--- src/rtl/car_light_pkg.sv ---
`default_nettype none
// +--------------------------------------------------------------------------+
// | Module   : car_light_pkg                                                 |
// | Purpose  : Shared definitions for the car lighting blocks: FSM state     |
// |            encodings, turn request encodings, default timing constants   |
// |            (shared with the light controller's PWM / tail-light timing)  |
// |            and the request decode helper.                                |
// | Ports    : none (package)                                                |
// | Revision : 1.0  initial release                                          |
// +--------------------------------------------------------------------------+
package car_light_pkg;

   localparam int unsigned DEF_BLINK_HALF_CYC = 25_000_000;
   localparam int unsigned DEF_DEBOUNCE_CYC   = 500_000;
   localparam int unsigned DEF_TAP_CYC        = 25_000_000;

   typedef enum logic [2:0] {
      ST_IDLE   = 3'd0,
      ST_LEFT   = 3'd1,
      ST_RIGHT  = 3'd2,
      ST_HAZARD = 3'd3,
      ST_LANE3  = 3'd4
   } state_t;

   typedef enum logic [1:0] {
      REQ_NONE  = 2'd0,
      REQ_LEFT  = 2'd1,
      REQ_RIGHT = 2'd2,
      REQ_HAZ   = 2'd3
   } req_t;

   // Hazard dominates; both stalk contacts closed at once is treated as a
   // mechanical fault and ignored.
   function automatic req_t decode_req(input logic l, input logic r, input logic h);
      if (h)           return REQ_HAZ;
      else if (l && r) return REQ_NONE;
      else if (l)      return REQ_LEFT;
      else if (r)      return REQ_RIGHT;
      else             return REQ_NONE;
   endfunction

endpackage
`default_nettype wire

--- src/rtl/turn_signal_ctrl_if.sv ---
`default_nettype none
// +--------------------------------------------------------------------------+
// | Module   : turn_signal_ctrl_if                                           |
// | Purpose  : Bundle of raw switch inputs and lamp/sounder outputs of the   |
// |            turn signal controller.                                       |
// | Signals  : sw_turn_left, sw_turn_right, sw_hazard : raw switches         |
// |            turn_left, turn_right : lamp levels, 1 = lit                  |
// |            blink_click : one-cycle pulse per lamp edge                   |
// |            hazard_active : high while in hazard mode                     |
// | Modports : master (switch side / observer), slave (controller)           |
// | Revision : 1.0  initial release                                          |
// +--------------------------------------------------------------------------+
interface turn_signal_ctrl_if;
   logic sw_turn_left;
   logic sw_turn_right;
   logic sw_hazard;
   logic turn_left;
   logic turn_right;
   logic blink_click;
   logic hazard_active;

   modport master (
      output sw_turn_left, sw_turn_right, sw_hazard,
      input  turn_left, turn_right, blink_click, hazard_active
   );

   modport slave (
      input  sw_turn_left, sw_turn_right, sw_hazard,
      output turn_left, turn_right, blink_click, hazard_active
   );
endinterface
`default_nettype wire

--- src/rtl/switch_debouncer.sv ---
`default_nettype none
// +--------------------------------------------------------------------------+
// | Module   : switch_debouncer                                              |
// | Purpose  : 2-flop synchroniser followed by a stable-count debouncer.     |
// |            The output flips only after the synchronised input has        |
// |            differed from it for DEBOUNCE_CYC consecutive cycles.         |
// | Ports    : clk, rst (sync, active-high), raw (async switch),             |
// |            level (debounced level)                                       |
// | Revision : 1.0  initial release                                          |
// +--------------------------------------------------------------------------+
module switch_debouncer
   import car_light_pkg::*;
#(
   parameter int unsigned DEBOUNCE_CYC = DEF_DEBOUNCE_CYC
) (
   input  logic clk,
   input  logic rst,
   input  logic raw,
   output logic level
);

   // +1 keeps the width non-zero when DEBOUNCE_CYC is 1
   localparam int unsigned       CNT_W    = $clog2(DEBOUNCE_CYC + 1);
   localparam logic [CNT_W-1:0]  CNT_LAST = CNT_W'(DEBOUNCE_CYC - 1);

   logic             sync1;
   logic             sync2;
   logic [CNT_W-1:0] stable_cnt;

   always_ff @(posedge clk) begin
      if (rst) begin
         sync1      <= 1'b0;
         sync2      <= 1'b0;
         stable_cnt <= '0;
         level      <= 1'b0;
      end else begin
         sync1 <= raw;
         sync2 <= sync1;
         if (sync2 == level) begin
            stable_cnt <= '0;               // any bounce back restarts the count
         end else if (stable_cnt == CNT_LAST) begin
            level      <= sync2;
            stable_cnt <= '0;
         end else begin
            stable_cnt <= stable_cnt + 1'b1;
         end
      end
   end

endmodule
`default_nettype wire

--- src/rtl/turn_signal_ctrl.sv ---
`default_nettype none
// +--------------------------------------------------------------------------+
// | Module   : turn_signal_ctrl                                              |
// | Purpose  : Debounces turn stalk / hazard switches, arbitrates requests   |
// |            in an FSM and blinks the turn lamps with a half-period        |
// |            counter. Emits a click pulse on every lamp edge.              |
// | Ports    : clk, rst (sync, active-high)                                  |
// |            bus : turn_signal_ctrl_if.slave (switches in, lamps out)      |
// | Options  : LANE_CHANGE_EN - short stalk tap gives 3 blinks (LANE3)       |
// | Revision : 1.0  initial release                                          |
// +--------------------------------------------------------------------------+
module turn_signal_ctrl
   import car_light_pkg::*;
#(
   parameter int unsigned BLINK_HALF_CYC = DEF_BLINK_HALF_CYC,
   parameter int unsigned DEBOUNCE_CYC   = DEF_DEBOUNCE_CYC,
   parameter int unsigned TAP_CYC        = DEF_TAP_CYC
) (
   input  logic               clk,
   input  logic               rst,
   turn_signal_ctrl_if.slave  bus
);

   localparam int unsigned      CNT_W    = $clog2(BLINK_HALF_CYC);
   localparam logic [CNT_W-1:0] CNT_LAST = CNT_W'(BLINK_HALF_CYC - 1);

   logic deb_l, deb_r, deb_h;
   req_t req;

   switch_debouncer #(.DEBOUNCE_CYC(DEBOUNCE_CYC)) u_deb_left (
      .clk(clk), .rst(rst), .raw(bus.sw_turn_left), .level(deb_l));
   switch_debouncer #(.DEBOUNCE_CYC(DEBOUNCE_CYC)) u_deb_right (
      .clk(clk), .rst(rst), .raw(bus.sw_turn_right), .level(deb_r));
   switch_debouncer #(.DEBOUNCE_CYC(DEBOUNCE_CYC)) u_deb_hazard (
      .clk(clk), .rst(rst), .raw(bus.sw_hazard), .level(deb_h));

   assign req = decode_req(deb_l, deb_r, deb_h);

   state_t           state, state_n;
   logic [CNT_W-1:0] cnt, cnt_n;
   logic             phase, phase_n;     // 1 = ON half-period
   logic             left_n, right_n, click_n;
   logic             wrap, changed;

`ifdef LANE_CHANGE_EN
   localparam int unsigned      TAP_W    = $clog2(TAP_CYC + 1);
   localparam logic [TAP_W-1:0] TAP_LAST = TAP_W'(TAP_CYC - 1);

   logic [TAP_W-1:0] tap_cnt, tap_cnt_n;       // cycles held, saturating
   logic [1:0]       on_halves, on_halves_n;   // completed ON halves in LANE3
   logic             lane_right, lane_right_n;
   logic             released, lane_done;

   assign released  = !deb_l && !deb_r && !deb_h;
   assign lane_done = (on_halves == 2'd2) && phase && wrap;
`endif

   assign wrap = (cnt == CNT_LAST);

   always_comb begin
      case (req)
         REQ_HAZ:   state_n = ST_HAZARD;
         REQ_LEFT:  state_n = ST_LEFT;
         REQ_RIGHT: state_n = ST_RIGHT;
         default:   state_n = ST_IDLE;
      endcase
`ifdef LANE_CHANGE_EN
      // A release after a short hold starts the 3-blink sequence; LANE3
      // then persists until its third ON half ends or a new request arrives.
      if (released) begin
         if ((state == ST_LEFT || state == ST_RIGHT) && (tap_cnt < TAP_LAST))
            state_n = ST_LANE3;
         else if (state == ST_LANE3 && !lane_done)
            state_n = ST_LANE3;
      end
`endif

      changed = (state_n != state);

      // Every state change restarts the blink at the beginning of an ON half
      if (changed) begin
         cnt_n   = '0;
         phase_n = 1'b1;
      end else if (wrap) begin
         cnt_n   = '0;
         phase_n = ~phase;
      end else begin
         cnt_n   = cnt + 1'b1;
         phase_n = phase;
      end

`ifdef LANE_CHANGE_EN
      lane_right_n = lane_right;
      if (changed && state_n == ST_LANE3)
         lane_right_n = (state == ST_RIGHT);

      on_halves_n = on_halves;
      if (changed)
         on_halves_n = 2'd0;
      else if (state == ST_LANE3 && phase && wrap)
         on_halves_n = on_halves + 2'd1;

      tap_cnt_n = tap_cnt;
      if (changed || !(state == ST_LEFT || state == ST_RIGHT))
         tap_cnt_n = '0;
      else if (tap_cnt != TAP_LAST)
         tap_cnt_n = tap_cnt + 1'b1;
`endif

      left_n  = 1'b0;
      right_n = 1'b0;
      case (state_n)
         ST_LEFT:   left_n  = phase_n;
         ST_RIGHT:  right_n = phase_n;
         ST_HAZARD: begin
            left_n  = phase_n;
            right_n = phase_n;
         end
`ifdef LANE_CHANGE_EN
         ST_LANE3: begin
            if (lane_right_n) right_n = phase_n;
            else              left_n  = phase_n;
         end
`endif
         default: ;
      endcase

      // Click coincides with the lamp edge it announces
      click_n = (left_n ^ bus.turn_left) | (right_n ^ bus.turn_right);
   end

   always_ff @(posedge clk) begin
      if (rst) begin
         state             <= ST_IDLE;
         cnt               <= '0;
         phase             <= 1'b1;
         bus.turn_left     <= 1'b0;
         bus.turn_right    <= 1'b0;
         bus.blink_click   <= 1'b0;
         bus.hazard_active <= 1'b0;
      end else begin
         state             <= state_n;
         cnt               <= cnt_n;
         phase             <= phase_n;
         bus.turn_left     <= left_n;
         bus.turn_right    <= right_n;
         bus.blink_click   <= click_n;
         bus.hazard_active <= (state_n == ST_HAZARD);
      end
   end

`ifdef LANE_CHANGE_EN
   always_ff @(posedge clk) begin
      if (rst) begin
         tap_cnt    <= '0;
         on_halves  <= 2'd0;
         lane_right <= 1'b0;
      end else begin
         tap_cnt    <= tap_cnt_n;
         on_halves  <= on_halves_n;
         lane_right <= lane_right_n;
      end
   end
`endif

endmodule
`default_nettype wire

--- src/flat_wrapper.sv ---
// flat-port wrapper written by rule: the top's interface ports become plain ports
module turn_signal_ctrl_flat import car_light_pkg::*;
#(
   parameter int unsigned BLINK_HALF_CYC = DEF_BLINK_HALF_CYC,
   parameter int unsigned DEBOUNCE_CYC   = DEF_DEBOUNCE_CYC,
   parameter int unsigned TAP_CYC        = DEF_TAP_CYC
)
  (clk, rst, bus_sw_turn_left, bus_sw_turn_right, bus_sw_hazard, bus_turn_left, bus_turn_right, bus_blink_click, bus_hazard_active);
  turn_signal_ctrl_if bus_i ();
  input  logic clk;
  input  logic rst;
  input wire logic [$bits(bus_i.sw_turn_left)-1:0] bus_sw_turn_left;
  input wire logic [$bits(bus_i.sw_turn_right)-1:0] bus_sw_turn_right;
  input wire logic [$bits(bus_i.sw_hazard)-1:0] bus_sw_hazard;
  output wire logic [$bits(bus_i.turn_left)-1:0] bus_turn_left;
  output wire logic [$bits(bus_i.turn_right)-1:0] bus_turn_right;
  output wire logic [$bits(bus_i.blink_click)-1:0] bus_blink_click;
  output wire logic [$bits(bus_i.hazard_active)-1:0] bus_hazard_active;
  assign bus_i.sw_turn_left = bus_sw_turn_left;
  assign bus_i.sw_turn_right = bus_sw_turn_right;
  assign bus_i.sw_hazard = bus_sw_hazard;
  assign bus_turn_left = bus_i.turn_left;
  assign bus_turn_right = bus_i.turn_right;
  assign bus_blink_click = bus_i.blink_click;
  assign bus_hazard_active = bus_i.hazard_active;
  turn_signal_ctrl #(.BLINK_HALF_CYC(BLINK_HALF_CYC), .DEBOUNCE_CYC(DEBOUNCE_CYC), .TAP_CYC(TAP_CYC)) u_core (.clk(clk), .rst(rst), .bus(bus_i));
endmodule
--- config.mk ---
export PLATFORM = sky130hd
export DESIGN_NAME = turn_signal_ctrl_flat
export DESIGN_NICKNAME = d
export VERILOG_FILES = /design/src/rtl/car_light_pkg.sv /design/src/rtl/turn_signal_ctrl_if.sv /design/src/rtl/switch_debouncer.sv /design/src/rtl/turn_signal_ctrl.sv /design/src/flat_wrapper.sv
export SDC_FILE = /design/constraint.sdc
export NUM_CORES = 1
export LEC_CHECK = 0
export CORE_MARGIN = 1
export CORE_UTILIZATION = 35
export CTS_CLUSTER_DIAMETER = 60
export DETAILED_ROUTE_END_ITERATION = 10
export PLACE_DENSITY = 0.58
export SYNTH_ARGS = -nofsm -noshare
export SYNTH_HDL_FRONTEND = slang
export SYNTH_HIERARCHICAL = 1
export SYNTH_SLANG_ARGS = --single-unit
--- constraint.sdc ---
create_clock -name clk -period 4.1 [get_ports clk]
set_input_delay 0.82 -clock clk [delete_from_list [all_inputs] [get_ports clk]]
set_output_delay 0.82 -clock clk [all_outputs]
set_load 0.02 [all_outputs]
---- After elaboration in Yosys (flattened, before gate mapping) ----
Cells that the tools add are included.
cells by class
  add/subtract/negate cells ............... 4
  multipliers ............................. 0
  div/mod/pow operators ................... 0
  magnitude comparators ................... 0
  equality and inequality tests ........... 14
  shift-type cells ........................ 0
  mux-type cells .......................... 9
  bitwise operators ....................... 7
  reductions and logical operators ........ 10
operator list
  kind                     number
  $add A19 B1 Y19 const B  3
  $eq A19 B19 Y1 const B   3
  $add A25 B1 Y25 const B  1
  $eq A25 B25 Y1 const B   1
  $reduce_or A3 Y1         4
  $eq A2 B2 Y1 const B     4
  $mux W2                  4
  $pmux W2 S3              1
  $reduce_and A2 Y1        3
  $eq A2 B1 Y1 const B     2
  $mux W1                  4
  $not A1 Y1               4
  $reduce_or A2 Y1         2
  $eq A1 B1 Y1             3
  $ne A2 B3 Y1             1
  $xor A1 B1 Y1            2
  $logic_and A1 B1 Y1      1
  $or A1 B1 Y1             1
word-level totals
  register bits ........................... 99
  bits in latches ......................... 0
  RAM bits ................................ 0
  ROM bits ................................ 0
  input port bits ......................... 5
  output and inout bits ................... 4
  word-level logic and storage cells ...... 63
  memories kept ........................... 0

---- Longest topological paths before layout ----
Gate-level depths: netlist of run 1.
  depth in word-level cells ............... 11
  mapped depth ............................ 8
  mapped depth without buffers ............ 6

---- By module ----
The synthesis of run 1 kept the hierarchy.
modules (own cells, without submodules)
  module            times used  cells each  area an instance (sq um)  sequential area each (sq um)
  switch_debouncer  3           109         984.7                     440.4
  turn_signal_ctrl  1           166         1,433.9                   640.6

---- Worst setup path after synthesis of run 1 ----
Ideal clock, no wire load.
  path type ............................... reg2reg
  start ................................... register u_core.cnt[9]
  end ..................................... register u_core.phase
  arrival ................................. 2,177 ps
  data required time ...................... 3,958 ps
  path slack .............................. 1,781 ps
  cell stages (with the launch flop) ...... 5
  period minus slack after synthesis ...... 2,319 ps
  cells stage by stage .................... dfxtp_1 or4_1 or4_4 o21a_1 or4_2
between the ends
  word-level cells in the longest chain between the ends .. 3
ends and longest elaborated chain
  what                      RTL line                 source
  start: declaration        turn_signal_ctrl.sv:40   logic [CNT_W-1:0] cnt, cnt_n;
  start signal: assignment  turn_signal_ctrl.sv:143  cnt <= cnt_n;
  $eq A25 B25 Y1            turn_signal_ctrl.sv:58   assign wrap = (cnt == CNT_LAST);
  $mux W1                   turn_signal_ctrl.sv:84   end else if (wrap) begin
  $mux W1                   turn_signal_ctrl.sv:81   if (changed) begin
  end signal: assignment    turn_signal_ctrl.sv:144  phase <= phase_n;
  end: declaration          turn_signal_ctrl.sv:41   logic phase, phase_n;
Every way passes these cells.
A chain may end at the register's enable or synchronous reset.

---- Worst setup path in the final report of run 1 ----
  start ................................... register u_core.cnt[9]
  end ..................................... register u_core.cnt[8]
between the ends
  word-level cells in the longest chain between the ends .. 2
ends and longest elaborated chain
  what                        RTL line
  $eq A25 B25 Y1              turn_signal_ctrl.sv:58
  $reduce_or A3 Y1 (no line)  n/a
Every way passes these cells.

==> metrics.txt, run 1 <==
PostCTS Resize Cnt=0; post-route ant nets=0; vias post-DR=roughly 3400; Clk Latency, worst-skew pair=0.34 ns; area of the die=13000 µm²; async set-reset flop share out of synthesis=0%; flops & latches, synth=98; critical path startpoint category=register; clk slew on worst S/H paths=0.07 ns; DR DRC count=0; arrival time reported for the critical path endpoint=2.69 ns; Final TNS setup=0 ns; Initial Utilization=36.2%; setup slack after placement=1.50 ns; leading register cell type out of synthesis=dfxtp_1; Die X-Extent=114 µm; GRT Util Overall=a little over an eighth; EDFF count, synth=0; tightest slew margin relative to the limit=29.0%; boundary pin count=9; total overflow reported by the global router=0; result of the run=finished clean; instance area at placement=4650 µm²; share of cells above drive strength 1=7.24%; final worst setup slack=1.61 ns; met3 WL=228 µm; first drt pass iteration count=4; worst-path maximum fanout=25; last weighted congestion value of the routability-driven placer=0.798; commonest cells after routing, fill and taps aside=dfxtp_1 (98), nor2_1 (91), nand3_1 (39); total half-perimeter wirelength after legalization and detailed placement=5710 µm; post-synthesis average cell area=slightly below 9 µm²; drt first-iter violations=137; Synthesized Nets=502; CORE AREA=~12000 µm²; detailed-route wire length on metal 1=4140 µm; TritonCTS clock tree=done; Power, Total=0.00184 W; Worst-Margin Slew=1.06 ns; fraction of the yosys area taken by sequential cells=44.7%; post-layout min period=between 2 and 2.5 ns; number of nets in the finished design=515; final setup vio count=0; number of hold-repair buffers added at the cts stage=0; cell at the root of the clock tree=clkbuf_16; area of all placed cells without fillers=4950 µm²; worst min-delay path class=register to register; setup repair after global routing missed its margin=false; wire length of the first global-routing pass=14500 µm; Worst Setup Path Type=register to register; share of the synthesized area in the top cell type=44.7%; Worst EP required=approximately 4.3 ns; main area contributors after synthesis=dfxtp_1 (45%), nor2_1 (7.8%), xnor2_1 (7.0%); buffer depth of the longest clock path=2; netlist area before placement=4390 µm²; number of antenna violations at the first check in global routing=0; total met2 wirelength after detailed routing=3770 µm; final number of hold-violating endpoints=0; reg-to-reg slack, setup=1.61 ns; number of buffers created by CTS=9; # H-tree levels=3; Critical Path Sink Type=register; Hold WS=0.436 ns; unique cell type count in the Yosys netlist=43; post-synthesis cell count=493; leakage power of the design=between 1.5 and 2 nW; Antenna Diode Count=0; post-CTS setup buffers=0; Pwr Density=roughly 370 nW/µm²; Synth warnings=6; maximum frequency from static timing analysis=401 MHz; max-cap check violation count=0; Synth-to-Final Area Change=12.9%; Vias per Instance=5.03; Period Utilization, post-route=60.9%; # clock sinks=98; maximum vdd ir drop=0.197 mV; most common library cell in the layout ignoring fill and taps=dfxtp_1; pin count of the biggest net entering global routing=26; biggest area consumer among synthesized cells=dfxtp_1; die extent in y=114 µm; average wire per cell in the routed design=12.2 µm; Buffers on Ports=8; max-slew violation total from the final report=0; via count of the first global-routing pass=3271; aggregate routed wire length=between 8000 and 9000 µm; Site Rows=40; highest routed layer=met4; skew final=0.00639 ns
-- power breakdown --
group,switching [W],internal (W),leakage [nW]
combinational,0.0000158,0.0000111,0.571
clock,0.000375,0.000479,0.143
sequential,0.00000372,0.000957,0.791
total,0.000394,0.00145,1.50
-- metal layers --
metal | vias to the layer above | track usage, %
li1 | 1755 | -
met1 | 1611 | 17.1
met2 | 38 | 22.0
met3 | 8 | 3.83
met4 | 0 | 6.15
met5 | - | 0
-- path summary, 6_finish.rpt --
kind,from,endpoint,cells after the start
setup reg to reg,u_core/cnt[9],u_core/cnt[8],5
hold / removal,u_core/cnt[0],u_core/cnt[0],1
setup / recovery,u_core/cnt[9],u_core/cnt[8],5
hold reg to reg,u_core/cnt[0],u_core/cnt[0],1
-- cell usage after synthesis, types with 8 or more instances --
cell type	number
nor2_1	91
a21oi_1	13
xor2_1	31
nand4_1	22
nor3_1	10
nor2b_1	9
or3_1	8
inv_1	9
nand3_1	39
nand2_1	22
xnor2_1	35
dfxtp_1	98
-- per-stage QoR --
step,utilization [%],instances
after floorplan,-,493
after global placement,38.4,663
after detailed placement,38.4,663
after CTS,40.9,679
after global routing,40.9,679
final,40.9,679
-- state kept, by name, indices dropped and copies added (netlist names) --
signal                          flops
u_core/phase                        1
u_core/u_deb_left/sync2             1
u_core/bus.blink_click              1
u_core/state                        2
u_core/cnt                         25
u_core/bus.hazard_active            1
u_core/u_deb_hazard/level           1
u_core/u_deb_hazard/sync2           1
u_core/u_deb_left/sync1             1
u_core/u_deb_hazard/stable_cnt     19
u_core/u_deb_left/level             1
u_core/bus.turn_right               1
u_core/u_deb_left/stable_cnt       19
u_core/u_deb_right/sync1            1
u_core/u_deb_hazard/sync1           1
u_core/u_deb_right/level            1
u_core/u_deb_right/sync2            1
u_core/bus.turn_left                1
u_core/u_deb_right/stable_cnt      19
-- critical path, stage by stage, from the launching register on --
cell and delay (ns):
dfxtp_1 0.36, or4_1 0.54, or4_4 0.56, nor2_1 0.11, or3_1 0.66, nor2_1 0.11
-- cells by family after synthesis --
group	after synthesis	share of synthesized area (%)
compound gates	35	5.42
xor+xnor	66	13.2
fa+ha+maj	4	1.14
buf+inv	16	1.51
flops	98	44.7
mux	3	0.684
simple gates	271	33.4
-- final cells by class --
type	count	area (µm²)
Multi-Input combinational cell	379	2360
Fill cell	1232	7160
Inverter	9	33.8
Clock buffer	9	225
Timing Repair Buffer	9	87.6
Clock inverter	7	76.3
Tap cell	168	210
Sequential cell	98	1960
No activity file was read; power rests on OpenSTA's default activity.
==> run 2, diff against run 1 <==
--- a/config.mk
+++ b/config.mk
@@ -9,7 +9,7 @@
 export CORE_UTILIZATION = 35
 export CTS_CLUSTER_DIAMETER = 60
 export DETAILED_ROUTE_END_ITERATION = 10
-export PLACE_DENSITY = 0.58
+export PLACE_DENSITY = 0.6
 export SYNTH_ARGS = -nofsm -noshare
 export SYNTH_HDL_FRONTEND = slang
 export SYNTH_HIERARCHICAL = 1
==> constraint.sdc (replaced) <==
create_clock -name clk -period 2.13 [get_ports clk]
set_input_delay 0.426 -clock clk [delete_from_list [all_inputs] [get_ports clk]]
set_output_delay 0.426 -clock clk [all_outputs]
set_load 0.02 [all_outputs]
==> run 2 against run 1 <==
  * The run now ends with negative setup slack left
  * Cell count increased by 7.4%
  * Setup slack got worse by 1.7 ns
  * Critical endpoint is now u_core/phase
  * Non-clock buffer count up 50
  * First-iteration DRC count is 6.6% higher
  * Flip-flop and latch count did not move
  * Register-to-register slack got worse by 1.7 ns
  * Global-route usage increased by 0.95 points
  * Critical path depth stayed put
  * Clock-buffer cell count is 4 higher
  * Fmax increased by 12%
==> metrics.txt, run 2 (synthesized netlist as in run 1, its figures left out) <==
result of the run=finished, violations left (was finished clean); violated checks=negative setup slack; number of antenna violations at the first check in global routing=0 (unchanged); number of buffers created by CTS=9 (unchanged); average wire per cell in the routed design=11.9 µm (was 12.2 µm); final worst setup slack=-0.0992 ns (was 1.61 ns); setup repair after global routing missed its margin=true (was false); reg2reg start=u_core/cnt[10] (was u_core/cnt[9]); last weighted congestion value of the routability-driven placer=0.829 (was 0.798); # H-tree levels=3 (unchanged); Die X-Extent=114 µm (unchanged); area of the die=13000 µm² (unchanged); Antenna Diode Count=0 (unchanged); Vias per Instance=4.85 (was 5.03); first drt pass iteration count=4 (unchanged); maximum vdd ir drop=0.423 mV (was 0.197 mV); max-slew violation total from the final report=0 (unchanged); number of cells on the worst reg-to-reg path=5 (unchanged); buffer depth of the longest clock path=2 (unchanged); cell repeated most along the worst path=or4_4 (was nor2_1); min-delay src=u_core/u_deb_right/sync1 (was u_core/cnt[0]); reg-to-reg slack, setup=-0.1 ns (was 1.61 ns); via count of the first global-routing pass=3433 (was 3271); Buffers on Ports=8 (unchanged); die extent in y=114 µm (unchanged); max-cap check violation count=0 (unchanged); GRT Util Overall=14.6% (was 13.7%); sequential group share of total power=51.3% (was 52.2%); Worst Setup Path Type=register to register (unchanged); clock network fraction of total power=46.4% (was 46.3%); tightest slew margin relative to the limit=60.3% (was 29.0%); final cell utilization of the core=45.1% (was 40.9%); maximum frequency from static timing analysis=449 MHz (was 401 MHz); post-layout min period=2.23 ns (was 2.49 ns); setup slack after placement=-0.188 ns (was 1.50 ns); Site Rows=40 (unchanged); arrival time reported for the critical path endpoint=2.43 ns (was 2.69 ns); most common library cell in the layout ignoring fill and taps=dfxtp_1 (unchanged); CORE AREA=12100 µm² (unchanged); vias post-DR=3536 (was 3412); Clk Latency, worst-skew pair=0.33 ns (was 0.34 ns); aggregate routed wire length=8670 µm (was 8260 µm); critical path startpoint category=register (unchanged); post-route ant nets=0 (unchanged); number of hold-repair buffers added at the cts stage=0 (unchanged); Initial Utilization=36.2% (unchanged); final number of hold-violating endpoints=0 (unchanged); number of nets in the finished design=565 (was 515); Worst-Margin Slew=0.590 ns (was 1.06 ns); Pwr Density=660 nW/µm² (was 372 nW/µm²); drt first-iter violations=146 (was 137); DR DRC count=0 (unchanged); Critical Path Sink Type=register (unchanged); total half-perimeter wirelength after legalization and detailed placement=6100 µm (was 5710 µm); sequence of cells on the critical path=or4b_4 -> or4_4 -> o21a_1 -> buf_4 -> or4_4 (was or4_1 -> or4_4 -> nor2_1 -> or3_1 -> nor2_1); commonest cells after routing, fill and taps aside=dfxtp_1 (95), nor2_1 (90), buf_4 (45) (was dfxtp_1 (98), nor2_1 (91), nand3_1 (39)); leakage power of the design=1.83 nW (was 1.50 nW); Synth-to-Final Area Change=24.5% (was 12.9%); worst-path maximum fanout=2 (was 25); switching pwr=0.000708 W (was 0.000394 W); cell at the root of the clock tree=clkbuf_16 (unchanged); worst min-delay path class=register to register (unchanged); number of cells on the worst hold path=1 (unchanged); boundary pin count=9 (unchanged); final setup vio count=16 (was 0); register with the highest flop count=u_core/cnt (unchanged); skew final=0.00603 ns (was 0.00639 ns); switching power as a share of total power=19.6% (was 21.4%); clk slew on worst S/H paths=0.07 ns (about the same); Period Utilization, post-route=105% (was 60.9%); CP max stage delay=0.53 ns (was 0.66 ns); Worst Hold End=u_core/u_deb_right/sync2 (was u_core/cnt[0]); total overflow reported by the global router=0 (unchanged); flip-flop count of the largest register after layout=25 (unchanged); # clock sinks=98 (unchanged); wire length of the first global-routing pass=15500 µm (was 14500 µm); share of cells above drive strength 1=16.8% (was 7.24%); combinational power share=2.3% (was 1.5%); cell-internal power=0.00290 W (was 0.00145 W); cell with the largest stage delay on the worst path=or4b_4 (was or3_1); pin count of the biggest net entering global routing=19 (was 26); FF-to-FF End=u_core/phase (was u_core/cnt[8]); Worst EP required=2.33 ns (was 4.29 ns); TritonCTS clock tree=done (unchanged)
run 2: area by class of cell:
class	count	area (µm²)
clock inverter	3	46.3
multi-input combinational	379	2390
tap	168	210
fill	1174	6650
clock buffer	13	270
sequential	98	1970
timing repair buffer	59	546
inverter	9	33.8
run 2: worst max path at each step:
| stage | startpoint | endpoint | slack, ns |
|---|---|---|---|
| 6_report | u_core/cnt[10] | u_core/phase | -0.1 |
| 4_1_cts | u_core/cnt[10] | u_core/bus.blink_click | -0.13 |
| 5_1_grt | u_core/cnt[10] | u_core/bus.blink_click | -0.16 |
| 2_1_floorplan | u_core/cnt[15] | u_core/bus.blink_click | -0.11 |
| 3_5_place_dp | u_core/cnt[15] | u_core/bus.blink_click | -0.19 |
| 3_3_place_gp | u_core/cnt[15] | u_core/bus.blink_click | -0.12 |
run 2: worst max-delay path: cells and delay by family (launching register included):
family          cells  cell delay (ns)
simple gates        3             1.46
flops               1             0.32
compound gates      1             0.19
buf+inv             1             0.14
run 2: stage by stage:
stage / setup TNS [ns] / cell area [µm²] / hold WS (ns) / instances / total power, W
6_report: -0.609 / 5460 / 0.447 / 729 / 0.00361
5_1_grt: -1.90 / 5460 / 0.468 / 729 / 0.00376
4_1_cts: -1.21 / 5440 / 0.452 / 729 / 0.00366
3_5_place_dp: -1.47 / 5060 / 0.436 / 710 / 0.00196
3_3_place_gp: -0.331 / 5060 / 0.430 / 710 / 0.00196
2_1_floorplan: -0.291 / 4400 / 0.413 / 493 / 0.00192
run 2: repair_timing:
action	in CTS	in global routing
gates resized for setup	6	5
cloned	1	0
setup endpoints to repair	29	25
hold endpoints to repair	0	0
pin swaps	7	5
setup buffers	2	1
run 2: per-layer routing:
| layer | vias up | track usage (%) | wire, µm |
|---|---|---|---|
| li1 | 1855 | - | - |
| met1 | 1656 | 18.2 | 4290 |
| met2 | 20 | 25.3 | 4130 |
| met3 | 5 | 3.24 | 173 |
| met4 | 0 | 4.42 | 78 |
| met5 | - | 0 | 0 |
run 2: power by group through the flow:
stage	combinational, W	clock [W]	sequential [W]
floorplan	0.0000337	0	0.00189
global placement	0.0000705	0	0.00189
detailed placement	0.0000721	0	0.00189
CTS	0.0000824	0.00173	0.00185
global route	0.0000928	0.00182	0.00185
finish	0.0000838	0.00167	0.00185
==> run 3, diff against run 2 <==
--- a/config.mk
+++ b/config.mk
@@ -9,7 +9,8 @@
 export CORE_UTILIZATION = 35
 export CTS_CLUSTER_DIAMETER = 60
 export DETAILED_ROUTE_END_ITERATION = 10
-export PLACE_DENSITY = 0.6
+export PLACE_DENSITY = 0.58
+export SETUP_SLACK_MARGIN = 0.5
 export SYNTH_ARGS = -nofsm -noshare
 export SYNTH_HDL_FRONTEND = slang
 export SYNTH_HIERARCHICAL = 1
==> constraint.sdc (replaced) <==
create_clock -name clk -period 2.8 [get_ports clk]
set_input_delay 0.56 -clock clk [delete_from_list [all_inputs] [get_ports clk]]
set_output_delay 0.56 -clock clk [all_outputs]
set_load 0.02 [all_outputs]
==> run 3 against run 2 <==
  * Setup slack improved by 0.63 ns
  * Global-route usage fell by 0.57 points
  * Critical path depth is the same
  * The flow now finishes without violations
  * Fmax down 1.6%
  * Core utilization fell by 3.3 points
  * Largest cell class unchanged
  * Critical path type unchanged
==> metrics.txt, run 3 (synthesized netlist as in run 1, its figures left out) <==
result of the run=finished clean (was finished, violations left); buffer depth of the longest clock path=2 (unchanged); GRT Util Overall=14.1% (was 14.6%); register with the highest flop count=u_core/cnt (unchanged); aggregate routed wire length=8270 µm (was 8670 µm); Buffers on Ports=8 (unchanged); # clock sinks=98 (unchanged); post-route ant nets=0 (unchanged); Critical Path Sink Type=register (unchanged); leakage power of the design=1.56 nW (was 1.83 nW); Synth-to-Final Area Change=15.3% (was 24.5%); share of cells above drive strength 1=10.0% (was 16.8%); total met2 wirelength after detailed routing=3920 µm (was 4130 µm); via count of the first global-routing pass=3287 (was 3433); Antenna Diode Count=0 (unchanged); CP max stage delay=0.52 ns (was 0.53 ns); crit-path leading delay family=simple AND/OR/NAND/NOR gates (unchanged); total buffers and inverters traversed by the critical path=0 (was 1); Worst EP required=3.05 ns (was 2.33 ns); Power, Total=0.00269 W (was 0.00361 W); final number of hold-violating endpoints=0 (unchanged); cell with the largest stage delay on the worst path=or4_4 (was or4b_4); met3 WL=183 µm (was 173 µm); Clk Latency, worst-skew pair=0.33 ns (about the same); final setup vio count=0 (was 16); Worst-Margin Slew=0.581 ns (was 0.590 ns); max-slew violation total from the final report=0 (unchanged); max-cap check violation count=0 (unchanged); # H-tree levels=3 (unchanged); boundary pin count=9 (unchanged); Die X-Extent=114 µm (unchanged); Initial Utilization=36.2% (unchanged); commonest cells after routing, fill and taps aside=dfxtp_1 (92), nor2_1 (91), nand3_1 (39) (was dfxtp_1 (95), nor2_1 (90), buf_4 (45)); number of antenna violations at the first check in global routing=0 (unchanged); flip-flop count of the largest register after layout=25 (unchanged); vias post-DR=3364 (was 3536); setup repair after global routing missed its margin=true (unchanged); first drt pass iteration count=4 (unchanged); number of buffers created by CTS=9 (unchanged); sequence of cells on the critical path=or4b_4 -> or4_4 -> o21a_1 -> or3_4 -> a221oi_2 (was or4b_4 -> or4_4 -> o21a_1 -> buf_4 -> or4_4); maximum vdd ir drop=0.295 mV (was 0.423 mV); final worst setup slack=0.533 ns (was -0.0992 ns); die extent in y=114 µm (unchanged); final cell utilization of the core=41.8% (was 45.1%); number of hold-repair buffers added at the cts stage=0 (unchanged); highest routed layer=met4 (unchanged); Worst Setup Path Type=register to register (unchanged); TritonCTS clock tree=done (unchanged); DR DRC count=0 (unchanged); post-layout min period=2.27 ns (was 2.23 ns); Pwr Density=533 nW/µm² (was 660 nW/µm²); Vias per Instance=4.90 (was 4.85); worst min-delay path class=register to register (unchanged); setup slack after placement=0.440 ns (was -0.188 ns); number of nets in the finished design=523 (was 565); drt first-iter violations=163 (was 146); total half-perimeter wirelength after legalization and detailed placement=5650 µm (was 6100 µm); pin count of the biggest net entering global routing=21 (was 19); detailed-route wire length on metal 1=4090 µm (was 4290 µm); wire length of the first global-routing pass=14800 µm (was 15500 µm); most common library cell in the layout ignoring fill and taps=dfxtp_1 (unchanged); CORE AREA=12100 µm² (unchanged); skew final=0.00534 ns (was 0.00603 ns); critical path startpoint category=register (unchanged); Hold WS=0.437 ns (was 0.447 ns); total overflow reported by the global router=0 (unchanged); clk slew on worst S/H paths=0.06 ns (was 0.07 ns); cell at the root of the clock tree=clkbuf_16 (unchanged); maximum frequency from static timing analysis=441 MHz (was 449 MHz); tightest slew margin relative to the limit=60.9% (was 60.3%); arrival time reported for the critical path endpoint=2.52 ns (was 2.43 ns); Period Utilization, post-route=80.9% (was 105%); last weighted congestion value of the routability-driven placer=0.772 (was 0.829); worst-path maximum fanout=5 (was 2); area of the die=13000 µm² (unchanged); Site Rows=40 (unchanged); Final TNS setup=0 ns (was -0.609 ns); average wire per cell in the routed design=12.0 µm (was 11.9 µm)
[run 3: final timing paths]
kind / cells after the start / start / slack, ns / end
worst min register to register: 1 / u_core/cnt[0] / 0.44 / u_core/cnt[0]
worst max-delay path: 5 / u_core/cnt[15] / 0.53 / u_core/bus.blink_click
worst max register to register: 5 / u_core/cnt[15] / 0.53 / u_core/bus.blink_click
worst min-delay path: 1 / u_core/cnt[0] / 0.44 / u_core/cnt[0]
[run 3: routing by layer]
metal	vias to the layer above	global-route usage, %
met2	18	23.8
met5	-	0
met3	4	3.77
met4	0	4.76
met1	1569	17.3
li1	1773	-
[run 3: where the power goes]
group	switching, W	internal, W	leakage [nW]
sequential	0.00000543	0.00140	0.795
clock	0.000502	0.000742	0.147
combinational	0.0000242	0.0000198	0.620
total	0.000531	0.00216	1.56
[run 3: timing repair]
action | CTS | global route
resized for setup | 7 | 6
pin swaps | 3 | 2
endpoints found under the setup margin | 4 | 21
buffers inserted | 5 | 1
[run 3: through the flow]
| stage | instances | area (µm²) |
|---|---|---|
| global route | 687 | 5060 |
| detailed placement | 665 | 4680 |
| CTS | 686 | 5030 |
| floorplan | 493 | 4390 |
| global placement | 665 | 4680 |
| finish | 687 | 5060 |
[run 3: area by class of cell]
type | count | area, µm²
tap | 168 | 210
clock inverter | 2 | 35.0
inverter | 9 | 33.8
fill | 1213 | 7050
multi-input combinational | 379 | 2380
sequential | 98 | 1970
timing repair buffer | 17 | 160
clock buffer | 14 | 264
[run 3: worst register-to-register path: stages (launching register included)]
cell and delay, ns:
dfxtp_2 0.35, or4b_4 0.51, or4_4 0.52, o21a_1 0.21, or3_4 0.38, a221oi_2 0.22
